===== config.mk =====
export PLATFORM = sky130hd
export DESIGN_NAME = drop_lanes_flat
export DESIGN_NICKNAME = d
export VERILOG_FILES = /design/src/rtl/drop_lanes_pkg.sv /design/src/rtl/drop_lanes_if.sv /design/src/rtl/drop_lane.sv /design/src/rtl/drop_lanes.sv /design/src/flat_wrapper.sv
export SDC_FILE = /design/constraint.sdc
export NUM_CORES = 1
export LEC_CHECK = 0
export CAP_MARGIN = 20
export CORE_MARGIN = 1.5
export CORE_UTILIZATION = 58
export DETAILED_ROUTE_END_ITERATION = 16
export HOLD_SLACK_MARGIN = 0.03
export PLACE_DENSITY_LB_ADDON = 0.2
export SLEW_MARGIN = 25
export SYNTH_ARGS = -nofsm -noshare
export SYNTH_HDL_FRONTEND = slang
export SYNTH_HIERARCHICAL = 1
export SYNTH_SLANG_ARGS = --single-unit

===== constraint.sdc =====
create_clock -name clk -period 2.2 [get_ports clk]
set_input_delay 0.44 -clock clk [delete_from_list [all_inputs] [get_ports clk]]
set_output_delay 0.44 -clock clk [all_outputs]
set_load 0.02 [all_outputs]

===== src/rtl/drop_lanes_pkg.sv =====
// Shared lane-state encodings and helpers for the drop_lanes falling-object generator.
package drop_lanes_pkg;

  typedef enum logic [2:0] {
    ST_IDLE   = 3'd0,
    ST_WAIT   = 3'd1,
    ST_FALL   = 3'd2,
    ST_LANDED = 3'd3,
    ST_CAUGHT = 3'd4
  } lane_state_e;

  // Extra counter bits above the delay field so delay+LEAD never wraps.
  localparam int CNT_EXT_W = 7;

  function automatic logic is_settled(input lane_state_e s);
    return (s == ST_LANDED) || (s == ST_CAUGHT);
  endfunction

endpackage


===== src/rtl/drop_lanes_if.sv =====
// Game-control / renderer bus of drop_lanes: control inputs and per-lane sprite outputs.
interface drop_lanes_if
  import drop_lanes_pkg::*;
#(
  parameter int N_LANES = 4,
  parameter int Y_W     = 7,
  parameter int DLY_W   = 9
) ();

  logic                       start;
  logic [N_LANES*DLY_W-1:0]   delay;
  logic [N_LANES-1:0]         catch;
  logic [N_LANES-1:0]         rearm;
  logic [N_LANES*Y_W-1:0]     y;
  logic [N_LANES-1:0]         visible;
  logic [N_LANES-1:0]         landed;
  logic [N_LANES-1:0]         caught;
  logic                       all_done;

  modport master (
    output start, delay, catch, rearm,
    input  y, visible, landed, caught, all_done
  );

  modport slave (
    input  start, delay, catch, rearm,
    output y, visible, landed, caught, all_done
  );

endinterface


===== src/rtl/drop_lane.sv =====
// One lane: waits delay+LEAD clocks, then steps y from 0 to Y_MAX, ending LANDED or CAUGHT.
module drop_lane
  import drop_lanes_pkg::*;
#(
  parameter int Y_W      = 7,
  parameter int Y_MAX    = 63,
  parameter int DLY_W    = 9,
  parameter int LEAD     = 40,
  parameter int STEP_DIV = 1
) (
  input  logic             clk,
  input  logic             i_reset,
  input  logic             i_start,
  input  logic [DLY_W-1:0] i_delay,
  input  logic             i_catch,
  input  logic             i_rearm,
  output logic [Y_W-1:0]   o_y,
  output logic             o_visible,
  output logic             o_landed,
  output logic             o_caught,
  output logic             o_settle_next
);

  localparam int CNT_W = DLY_W + CNT_EXT_W;
  localparam int DIV_W = (STEP_DIV > 1) ? $clog2(STEP_DIV) : 1;
  localparam logic [DIV_W-1:0] DIV_LAST = DIV_W'(STEP_DIV - 1);
  localparam logic [Y_W-1:0]   Y_LAST   = Y_W'(Y_MAX);
  localparam logic [CNT_W-1:0] LEAD_C   = CNT_W'(LEAD);

  lane_state_e      r_state;
  logic [CNT_W-1:0] r_count;
  logic [DIV_W-1:0] r_div;
  logic [DLY_W-1:0] r_dly_q;
  logic [Y_W-1:0]   r_y;
  logic [CNT_W-1:0] w_target;
  logic             w_step_last;
  logic             w_settle_next;

  assign w_target    = CNT_W'(r_dly_q) + LEAD_C;
  assign w_step_last = (r_div == DIV_LAST);

  always_ff @(posedge clk) begin
    if (i_reset) begin
      r_state <= ST_IDLE;
      r_count <= '0;
      r_div   <= '0;
      r_dly_q <= '0;
      r_y     <= '0;
    end else if (i_start) begin
      case (r_state)
        ST_IDLE: begin
          r_state <= ST_WAIT;
          r_dly_q <= i_delay;
          r_count <= '0;
        end
        ST_WAIT: begin
          if (r_count == w_target) begin
            r_state <= ST_FALL;
            r_y     <= '0;
            r_div   <= '0;
          end else begin
            r_count <= r_count + CNT_W'(1);
          end
        end
        ST_FALL: begin
          // A catch freezes y even when a step is due in the same cycle.
          if (i_catch) begin
            r_state <= ST_CAUGHT;
          end else if (w_step_last) begin
            r_div <= '0;
            if (r_y == Y_LAST) begin
              r_state <= ST_LANDED;
            end else begin
              r_y <= r_y + Y_W'(1);
            end
          end else begin
            r_div <= r_div + DIV_W'(1);
          end
        end
        ST_LANDED, ST_CAUGHT: begin
          if (i_rearm) begin
            r_state <= ST_WAIT;
            r_dly_q <= i_delay;
            r_count <= '0;
            r_y     <= '0;
          end
        end
        default: begin
          r_state <= ST_IDLE;
        end
      endcase
    end
  end

  // Lane will be LANDED or CAUGHT after this edge; feeds the registered all_done.
  always_comb begin
    w_settle_next = 1'b0;
    if (i_start) begin
      case (r_state)
        ST_FALL:              w_settle_next = i_catch | (w_step_last & (r_y == Y_LAST));
        ST_LANDED, ST_CAUGHT: w_settle_next = ~i_rearm;
        default:              w_settle_next = 1'b0;
      endcase
    end else begin
      w_settle_next = is_settled(r_state);
    end
  end

  assign o_y           = r_y;
  assign o_visible     = (r_state == ST_FALL);
  assign o_landed      = (r_state == ST_LANDED);
  assign o_caught      = (r_state == ST_CAUGHT);
  assign o_settle_next = w_settle_next;

endmodule


===== src/rtl/drop_lanes.sv =====
// N_LANES independent drop_lane instances with bus packing and a registered all-lanes-settled flag.
module drop_lanes
  import drop_lanes_pkg::*;
#(
  parameter int N_LANES  = 4,
  parameter int Y_W      = 7,
  parameter int Y_MAX    = 63,
  parameter int DLY_W    = 9,
  parameter int LEAD     = 40,
  parameter int STEP_DIV = 1
) (
  input  logic        clk,
  input  logic        reset,
  drop_lanes_if.slave bus
);

  logic [N_LANES*Y_W-1:0] w_y;
  logic [N_LANES-1:0]     w_visible;
  logic [N_LANES-1:0]     w_landed;
  logic [N_LANES-1:0]     w_caught;
  logic [N_LANES-1:0]     w_settle_next;
  logic                   r_all_done;

  for (genvar g = 0; g < N_LANES; g++) begin : g_lane
    drop_lane #(
      .Y_W      (Y_W),
      .Y_MAX    (Y_MAX),
      .DLY_W    (DLY_W),
      .LEAD     (LEAD),
      .STEP_DIV (STEP_DIV)
    ) u_lane (
      .clk           (clk),
      .i_reset       (reset),
      .i_start       (bus.start),
      .i_delay       (bus.delay[g*DLY_W +: DLY_W]),
      .i_catch       (bus.catch[g]),
      .i_rearm       (bus.rearm[g]),
      .o_y           (w_y[g*Y_W +: Y_W]),
      .o_visible     (w_visible[g]),
      .o_landed      (w_landed[g]),
      .o_caught      (w_caught[g]),
      .o_settle_next (w_settle_next[g])
    );
  end

  // Registered from next-state so it rises on the same edge the last lane settles.
  always_ff @(posedge clk) begin
    if (reset) begin
      r_all_done <= 1'b0;
    end else begin
      r_all_done <= &w_settle_next;
    end
  end

  assign bus.y        = w_y;
  assign bus.visible  = w_visible;
  assign bus.landed   = w_landed;
  assign bus.caught   = w_caught;
  assign bus.all_done = r_all_done;

endmodule

===== src/flat_wrapper.sv =====
// flat-port wrapper written by rule: the top's interface ports become plain ports
module drop_lanes_flat import drop_lanes_pkg::*;
#(
  parameter int N_LANES  = 4,
  parameter int Y_W      = 7,
  parameter int Y_MAX    = 63,
  parameter int DLY_W    = 9,
  parameter int LEAD     = 40,
  parameter int STEP_DIV = 1
)
  (clk, reset, bus_start, bus_delay, bus_catch, bus_rearm, bus_y, bus_visible, bus_landed, bus_caught, bus_all_done);
  drop_lanes_if #(.N_LANES(N_LANES), .Y_W(Y_W), .DLY_W(DLY_W)) bus_i ();
  input  logic clk;
  input  logic reset;
  input wire logic [$bits(bus_i.start)-1:0] bus_start;
  input wire logic [$bits(bus_i.delay)-1:0] bus_delay;
  input wire logic [$bits(bus_i.catch)-1:0] bus_catch;
  input wire logic [$bits(bus_i.rearm)-1:0] bus_rearm;
  output wire logic [$bits(bus_i.y)-1:0] bus_y;
  output wire logic [$bits(bus_i.visible)-1:0] bus_visible;
  output wire logic [$bits(bus_i.landed)-1:0] bus_landed;
  output wire logic [$bits(bus_i.caught)-1:0] bus_caught;
  output wire logic [$bits(bus_i.all_done)-1:0] bus_all_done;
  assign bus_i.start = bus_start;
  assign bus_i.delay = bus_delay;
  assign bus_i.catch = bus_catch;
  assign bus_i.rearm = bus_rearm;
  assign bus_y = bus_i.y;
  assign bus_visible = bus_i.visible;
  assign bus_landed = bus_i.landed;
  assign bus_caught = bus_i.caught;
  assign bus_all_done = bus_i.all_done;
  drop_lanes #(.N_LANES(N_LANES), .Y_W(Y_W), .Y_MAX(Y_MAX), .DLY_W(DLY_W), .LEAD(LEAD), .STEP_DIV(STEP_DIV)) u_core (.clk(clk), .reset(reset), .bus(bus_i));
endmodule

==> results of run 1 <==
==> path summary, 6_finish.rpt <==
check / from / end / slack [ps] / cells after the start
worst min-delay path: reset / u_core/g_lane[0].u_lane/r_dly_q[3] / 430 / 2
worst max-delay path: u_core/g_lane[0].u_lane/r_count[5] / u_core/g_lane[0].u_lane/r_count[15] / 50 / 6
worst max register to register: u_core/g_lane[0].u_lane/r_count[5] / u_core/g_lane[0].u_lane/r_count[15] / 50 / 6
worst min register to register: u_core/g_lane[3].u_lane/o_y[6] / u_core/g_lane[3].u_lane/o_y[6] / 460 / 2
==> timing repair <==
action	4_1_cts	5_1_grt
hold endpoints to repair	0	0
pin swaps	1	4
setup endpoints to repair	25	75
hold buffers	0	0
gates cloned	4	3
buffers inserted	0	8
resized for setup	18	22
==> kinds of logic after synthesis <==
| kind of cell | after synthesis | synth area share [%] |
|---|---|---|
| adder cells (fa/ha/maj) | 12 | 1.782 |
| buffers and inverters | 78 | 5.108 |
| AND/OR/NAND/NOR | 452 | 28.88 |
| multiplexers | 41 | 4.871 |
| AO/OA/AOI/OAI | 249 | 21.59 |
| XOR/XNOR | 41 | 4.262 |
| flip-flops | 141 | 33.50 |
==> cell type report <==
class	instances	area share (%)
multi-input cells	802	49.04
flip-flops and latches	141	25.70
repair buffers	197	15.60
clock buffers	20	4.158
clock inverters	12	2.392
well taps	180	2.051
inverters	31	1.059
==> synth_stat cells, types with 9 or more instances <==
master,n
a21oi_1,43
a21oi_2,27
a311oi_1,16
and3_1,20
buf_2,14
buf_6,9
clkbuf_1,17
dfxtp_1,141
ha_1,12
inv_1,25
mux2i_1,41
nand2_1,91
nand2b_1,16
nand3_1,63
nand4_1,21
nor2_1,84
nor3_1,19
o211ai_1,16
o21a_1,17
o21ai_0,41
o21ai_2,16
o22ai_1,12
or2_1,13
or3_1,45
or4_1,26
xnor2_1,25
xor2_1,16
==> metal layers <==
layer / part of all wire, % / wire [microns]
met1: 45 / 10530
met5: 0 / 0
met2: 47 / 11130
met4: 1.1 / 259
met3: 6.8 / 1602
==> metrics by stage <==
stage                     power, uW  setup WS [ps]  area, sq um  utilization, %
after global placement         3785         -191.8         9996           71.18
after global routing           7574         -18.80        10980           78.21
final                          7342          47.69        10980           78.21
after floorplan                3397          206.2         8426               -
after CTS                      7303          20.05        10750           76.58
after detailed placement       3806         -265.9         9996           71.18
==> worst max-delay path, stage by stage (launching register included) <==
cell	delay [ps]
dfxtp_1	530
and4_1	320
nand4_1	200
nor3_1	320
nand2_1	160
o311ai_0	360
o41ai_1	130
==> sequential cells by signal (all words and copies together), names as in the netlist <==
signal / cells
u_core/g_lane.u_lane/o_y: 28
u_core/g_lane.u_lane/r_state: 12
u_core/g_lane.u_lane/r_count: 64
u_core/bus.all_done: 1
u_core/g_lane.u_lane/r_dly_q: 36
==> where the power goes <==
part	internal, uW	total [uW]	switching (uW)
clock	2410	3500	1090
sequential	2630	2720	84.8
combinational	522	1120	600
total	5560	7340	1780
==> placed cells by master, fill, tap and decap left out, types with 11 or more instances in the layout <==
cell type,Yosys,layout
or4_1,26,26
nor3_1,19,15
xnor2_1,25,24
a21oi_1,43,43
o211ai_1,16,16
xor2_1,16,16
o21ai_0,41,41
nor2_1,84,84
or2_1,13,13
clkbuf_16,0,17
nand4_1,21,21
nand2_1,91,91
clkdlybuf4s50_1,0,74
nand2b_1,16,16
o21a_1,17,17
mux2i_1,41,41
dlygate4sd2_1,0,11
o21ai_2,16,16
and3_1,20,20
buf_4,1,108
a311oi_1,16,16
o22ai_1,12,12
inv_1,25,25
or3_1,45,45
dfxtp_1,141,141
a21oi_2,27,27
nand3_1,63,63
==> out/qor.yml, run 1 <==
drt_pass1_iterations: 6
core_area_sq_mm: 0.01404
holdWs_ps: 426.4
vdd_ir_drop_max_mv: 0.5994
p_per_area_mw_per_mm2: 668.5
gp_congestion: 0.8902
finalMaxSlewViolations: 0
drt-initial-drc-count: 965
viasPerCell: 6.296
antenna_found_initial: 0
use_met1_pct: 40.71
start_kind: "register"
cp_max_fo: 8
cts_buffers: 17
maxCapViolCount: 0
cts_tree: "built"
grt_pass1_wl_mm: 36.44
nFillCells: 972
n_antenna_cell: 0
routedWlPerCell_microns: 17.01
layout_worst_path_cycle_share_pct: 97.83
cts_max_level: 4
fp.dieArea_sq_mm: 0.01526
period_minus_slack_ps: 2152
ys.flop_type: "dfxtp_1"
synth_top_area_cell: "dfxtp_1"
fin_tns_setup_ps: 0
fmax_mhz: 464.6
die_x_microns: 123.5
fin_skew_ps: 6.705
use_met3_pct: 6.734
drt.antenna.violating_nets: 0
nets: 1249
synth_top_cell_area_share_pct: 33.50
grt_max_degree: 37
final-instance-count-excl-fill: 1383
drive_gt1_share_pct: 21.11
yosys_warnings: 6
hold_viol_final: 0
clk_pin_slew_ps: 60
clockBufferDepth: 2
multi_input_area_sq_mm: 0.005386
via_count: 8708
wirelength_mm: 23.53
io_pins: 88
synth_area_leaders: "dfxtp_1, mux2i_1, nand2_1, nand3_1, nor2_1"
ys_seq_area_share_pct: 33.50
area_growth_pct: 30.35
synth_area_per_cell_sq_um: 8.309
synth-edff-count: 0
place_hpwl_mm: 15.30
max-slew-margin-rel_pct: 68.94
async_reset_ff_share_pct: 0
die_y_microns: 123.5
grt_pass1_vias: 7646
overflow: 0
route.detailed.drc: 0
status: "complete, no violations"
grt_setup_unrepaired: "yes"
gr-usage-met2_pct: 47.47
ys_types: 61
p_leak_uw: 0.004156
io_buffers: 87
regArea_sq_mm: 0.002823
cp-end-kind: "register"
synth_nets: 1073
min_path_type: "input pin to register"
setup_viol: 0
place_inst: 1336
synth-seq-cells: 141
synth_cells: 1014
top_usage_layer: "met2"
worst_pin_slew_ps: 461.1
path_class: "register to register"
row_count: 43
track_usage_pct: 29.87
cp.arrival_ps: 2440
cts_sinks: 141
synth_area_sq_mm: 0.008426
initial_core_util_pct: 60.00
required_ps: 2490
clk_latency_ps: 420
clockRootBuffer: "clkbuf_16"
Power figures use the tool's default switching activity.
==> run 2: changes to the inputs <==
--- a/config.mk
+++ b/config.mk
@@ -7,7 +7,8 @@
 export LEC_CHECK = 0
 export CAP_MARGIN = 20
 export CORE_MARGIN = 1.5
-export CORE_UTILIZATION = 58
+export CORE_UTILIZATION = 59
+export CTS_BUF_LIST = sky130_fd_sc_hd__clkbuf_8
 export DETAILED_ROUTE_END_ITERATION = 16
 export HOLD_SLACK_MARGIN = 0.03
 export PLACE_DENSITY_LB_ADDON = 0.2
==> out/qor.yml, run 2 (synthesized netlist as in run 1, its figures left out) <==
core_area_sq_mm: 0.01393  # -0.77%
met2WireLength_mm: 11.11  # -0.26%
viasPerCell: 6.303  # about the same
cp-end-kind: "register"
p_comb_share_pct: 18.2  # +2.9 points
layout_worst_path_cycle_share_pct: 98.87  # +1.0 points
dpl_cell_area_sq_mm: 0.01006  # +0.68%
nets: 1254  # +0.40%
p_clk_share_pct: 37.9  # -9.8 points
wirelength_mm: 23.72  # +0.79%
setup_viol: 0  # unchanged
crit_start: "u_core/g_lane[2].u_lane/r_count[10]"
required_ps: 2590  # +100 ps
final_cell_mix: "dfxtp_1, buf_4, nand2_1, nor2_1, clkdlybuf4s50_1"
critPathSlowestCell: "nor4b_4"
n_antenna_cell: 0  # unchanged
cts_buffers: 17  # unchanged
grt_pass1_vias: 7778  # +1.7%
grt_setup_unrepaired: "yes"
grt_pass1_wl_mm: 36.80  # +1.0%
p_leak_uw: 0.004045  # -2.7%
power.total_uw: 6185  # -16%
pre_cts_slack_ps: -263.7  # +2.165 ps
io_pins: 88  # unchanged
clockRootBuffer: "clkbuf_8"
clk_pin_slew_ps: 80  # +20 ps
drt-met1-wl_mm: 10.26  # -2.6%
area_growth_pct: 27.61
cts_sinks: 141  # unchanged
r2r-start: "u_core/g_lane[2].u_lane/r_count[10]"
via_count: 8748  # +0.46%
routedWlPerCell_microns: 17.09  # +0.43%
place_hpwl_mm: 15.68  # +2.5%
cp.arrival_ps: 2560  # +120 ps
cts_max_level: 4  # unchanged
worst_pin_slew_ps: 502.0  # +40.97 ps
period_minus_slack_ps: 2175  # +22.80 ps
maxCapViolCount: 0  # unchanged
clk_latency_ps: 460  # +40 ps
setup_ws_ps: 24.88  # -22.80 ps
seq_power_share_pct: 43.9  # +6.9 points
gp_congestion: 0.8653  # -2.8%
routed-wl-met3_mm: 1.907  # +19%
hold_viol_final: 0  # unchanged
track_usage_pct: 30.43  # +0.56 points
largest_register_ffs: 64  # unchanged
path_cells: "nor4_2 > nand4_1 > nor4b_4 > o2111a_2 > buf_4 > o41ai_1 > a21oi_1"
drt-initial-drc-count: 1123  # +16%
top_layer: "met4"
cp_slowest_stage_delay_ps: 400  # -130 ps
max-slew-margin-rel_pct: 66.53  # -2.4 points
fin_skew_ps: 11.94  # +5.234 ps
initial_core_util_pct: 60.47  # +0.46 points
reg2regPathDepth: 7  # +1
finalMaxSlewViolations: 0  # unchanged
die_x_microns: 122.5  # -0.83%
drt_pass1_iterations: 6  # unchanged
start_kind: "register"
p_per_area_mw_per_mm2: 575.3  # -14%
clockBufferDepth: 2  # unchanged
reg2reg_slack_ps: 20  # -20 ps
min_path_type: "input pin to register"
cts_tree: "built"
row_count: 43  # unchanged
antenna_found_initial: 0  # unchanged
final_util_pct: 77.16  # -1.1 points
grt_max_degree: 52  # +41%
reg2reg_to: "u_core/g_lane[2].u_lane/r_count[12]"
fmax_mhz: 459.7  # -1.0%
stdcell_area_sq_mm: 0.01075  # -2.1%
switching_share_pct: 27.85  # +3.6 points
drive_gt1_share_pct: 21.85  # +0.74 points
setup.worst_path.end: "u_core/g_lane[2].u_lane/r_count[12]"
status: "complete, no violations"
fp.dieArea_sq_mm: 0.01501  # -1.7%
cp_max_fo: 10  # +2
io_buffers: 87  # unchanged
vdd_ir_drop_max_mv: 0.5623  # -6.2%
largest_register: "u_core/g_lane.u_lane/r_count"
p_switching_uw: 1722  # -3.3%
route.detailed.drc: 0  # unchanged
overflow: 0  # unchanged
intPower_uw: 4463  # -20%
path_class: "register to register"
drt.antenna.violating_nets: 0  # unchanged
final_common_cell: "dfxtp_1"
die_y_microns: 122.5  # -0.83%
run 2: cell types whose count changed in the layout (fill, tap and decap cells not counted), moves of 4 or more:
| cell | before | now |
|---|---|---|
| buf_4 | 108 | 114 |
| clkbuf_16 | 17 | 0 |
| dlygate4sd2_1 | 11 | 6 |
| bufinv_16 | 8 | 4 |
| clkbuf_8 | 2 | 20 |
run 2: metal layers:
metal  GRT usage (%)  vias up
met1           40.72     4113
met5               0        -
li1                -     4172
met2           49.13      401
met3           7.296       62
met4           8.212        0
run 2: metrics by stage:
step	hold WS, ps	TNS [ps]	std cells
2_1_floorplan	443.3	0	1014
3_3_place_gp	448.9	-1481	1345
3_5_place_dp	449.5	-2419	1345
4_1_cts	262.6	0	1380
5_1_grt	276.5	-226.7	1388
6_report	286.5	0	1388
run 2: critical path, delay by kind of cell (launching register included):
family / cells / cell delay, ps
flops: 1 / 350
simple gates: 3 / 1000
compound gates: 3 / 610
buf+inv: 1 / 150
run 2: area by class of cell:
type                       count  area (sq um)
inverter                      31         116.4
fill                         979          3183
sequential                   141          2825
multi-input combinational    801          5396
timing repair buffer         203          1744
tap                          180         225.2
clock buffer                  20         275.3
clock inverter                12         168.9
run 2: repair_timing:
item	CTS	global route
hold buffers	0	0
gates resized for setup	22	33
setup buffers	0	5
cloned	3	3
pin swaps	2	3
setup endpoints to repair	36	71
run 2: worst min-delay path by stage:
stage | startpoint | end | slack (ps) | depth (start not counted)
2_1_floorplan | u_core/g_lane[3].u_lane/r_count[15] | u_core/g_lane[3].u_lane/r_count[15] | 440 | 2
3_3_place_gp | u_core/g_lane[2].u_lane/o_y[6] | u_core/g_lane[2].u_lane/o_y[6] | 450 | 2
3_5_place_dp | u_core/g_lane[3].u_lane/o_y[6] | u_core/g_lane[3].u_lane/o_y[6] | 450 | 2
4_1_cts | reset | u_core/g_lane[0].u_lane/r_count[1] | 260 | 2
5_1_grt | reset | u_core/g_lane[0].u_lane/r_count[1] | 280 | 2
6_report | reset | u_core/g_lane[0].u_lane/r_count[1] | 290 | 2
run 2: power by group through the flow:
stage / Combinational (uW) / Sequential [uW] / Clock [uW]
2_1_floorplan: 652 / 2740 / 0
3_3_place_gp: 1020 / 2760 / 0
3_5_place_dp: 1040 / 2770 / 0
4_1_cts: 1060 / 2710 / 2360
5_1_grt: 1210 / 2730 / 2470
6_report: 1120 / 2720 / 2350
==> run 3: changes to the inputs <==
--- a/config.mk
+++ b/config.mk
@@ -5,10 +5,10 @@
 export SDC_FILE = /design/constraint.sdc
 export NUM_CORES = 1
 export LEC_CHECK = 0
+export ABC_CLOCK_PERIOD_IN_PS = 2200
 export CAP_MARGIN = 20
 export CORE_MARGIN = 1.5
-export CORE_UTILIZATION = 59
-export CTS_BUF_LIST = sky130_fd_sc_hd__clkbuf_8
+export CORE_UTILIZATION = 58
 export DETAILED_ROUTE_END_ITERATION = 16
 export HOLD_SLACK_MARGIN = 0.03
 export PLACE_DENSITY_LB_ADDON = 0.2
==> results of run 3 <==
Same layout as run 1: the final DEF is identical, and so are final timing and power.
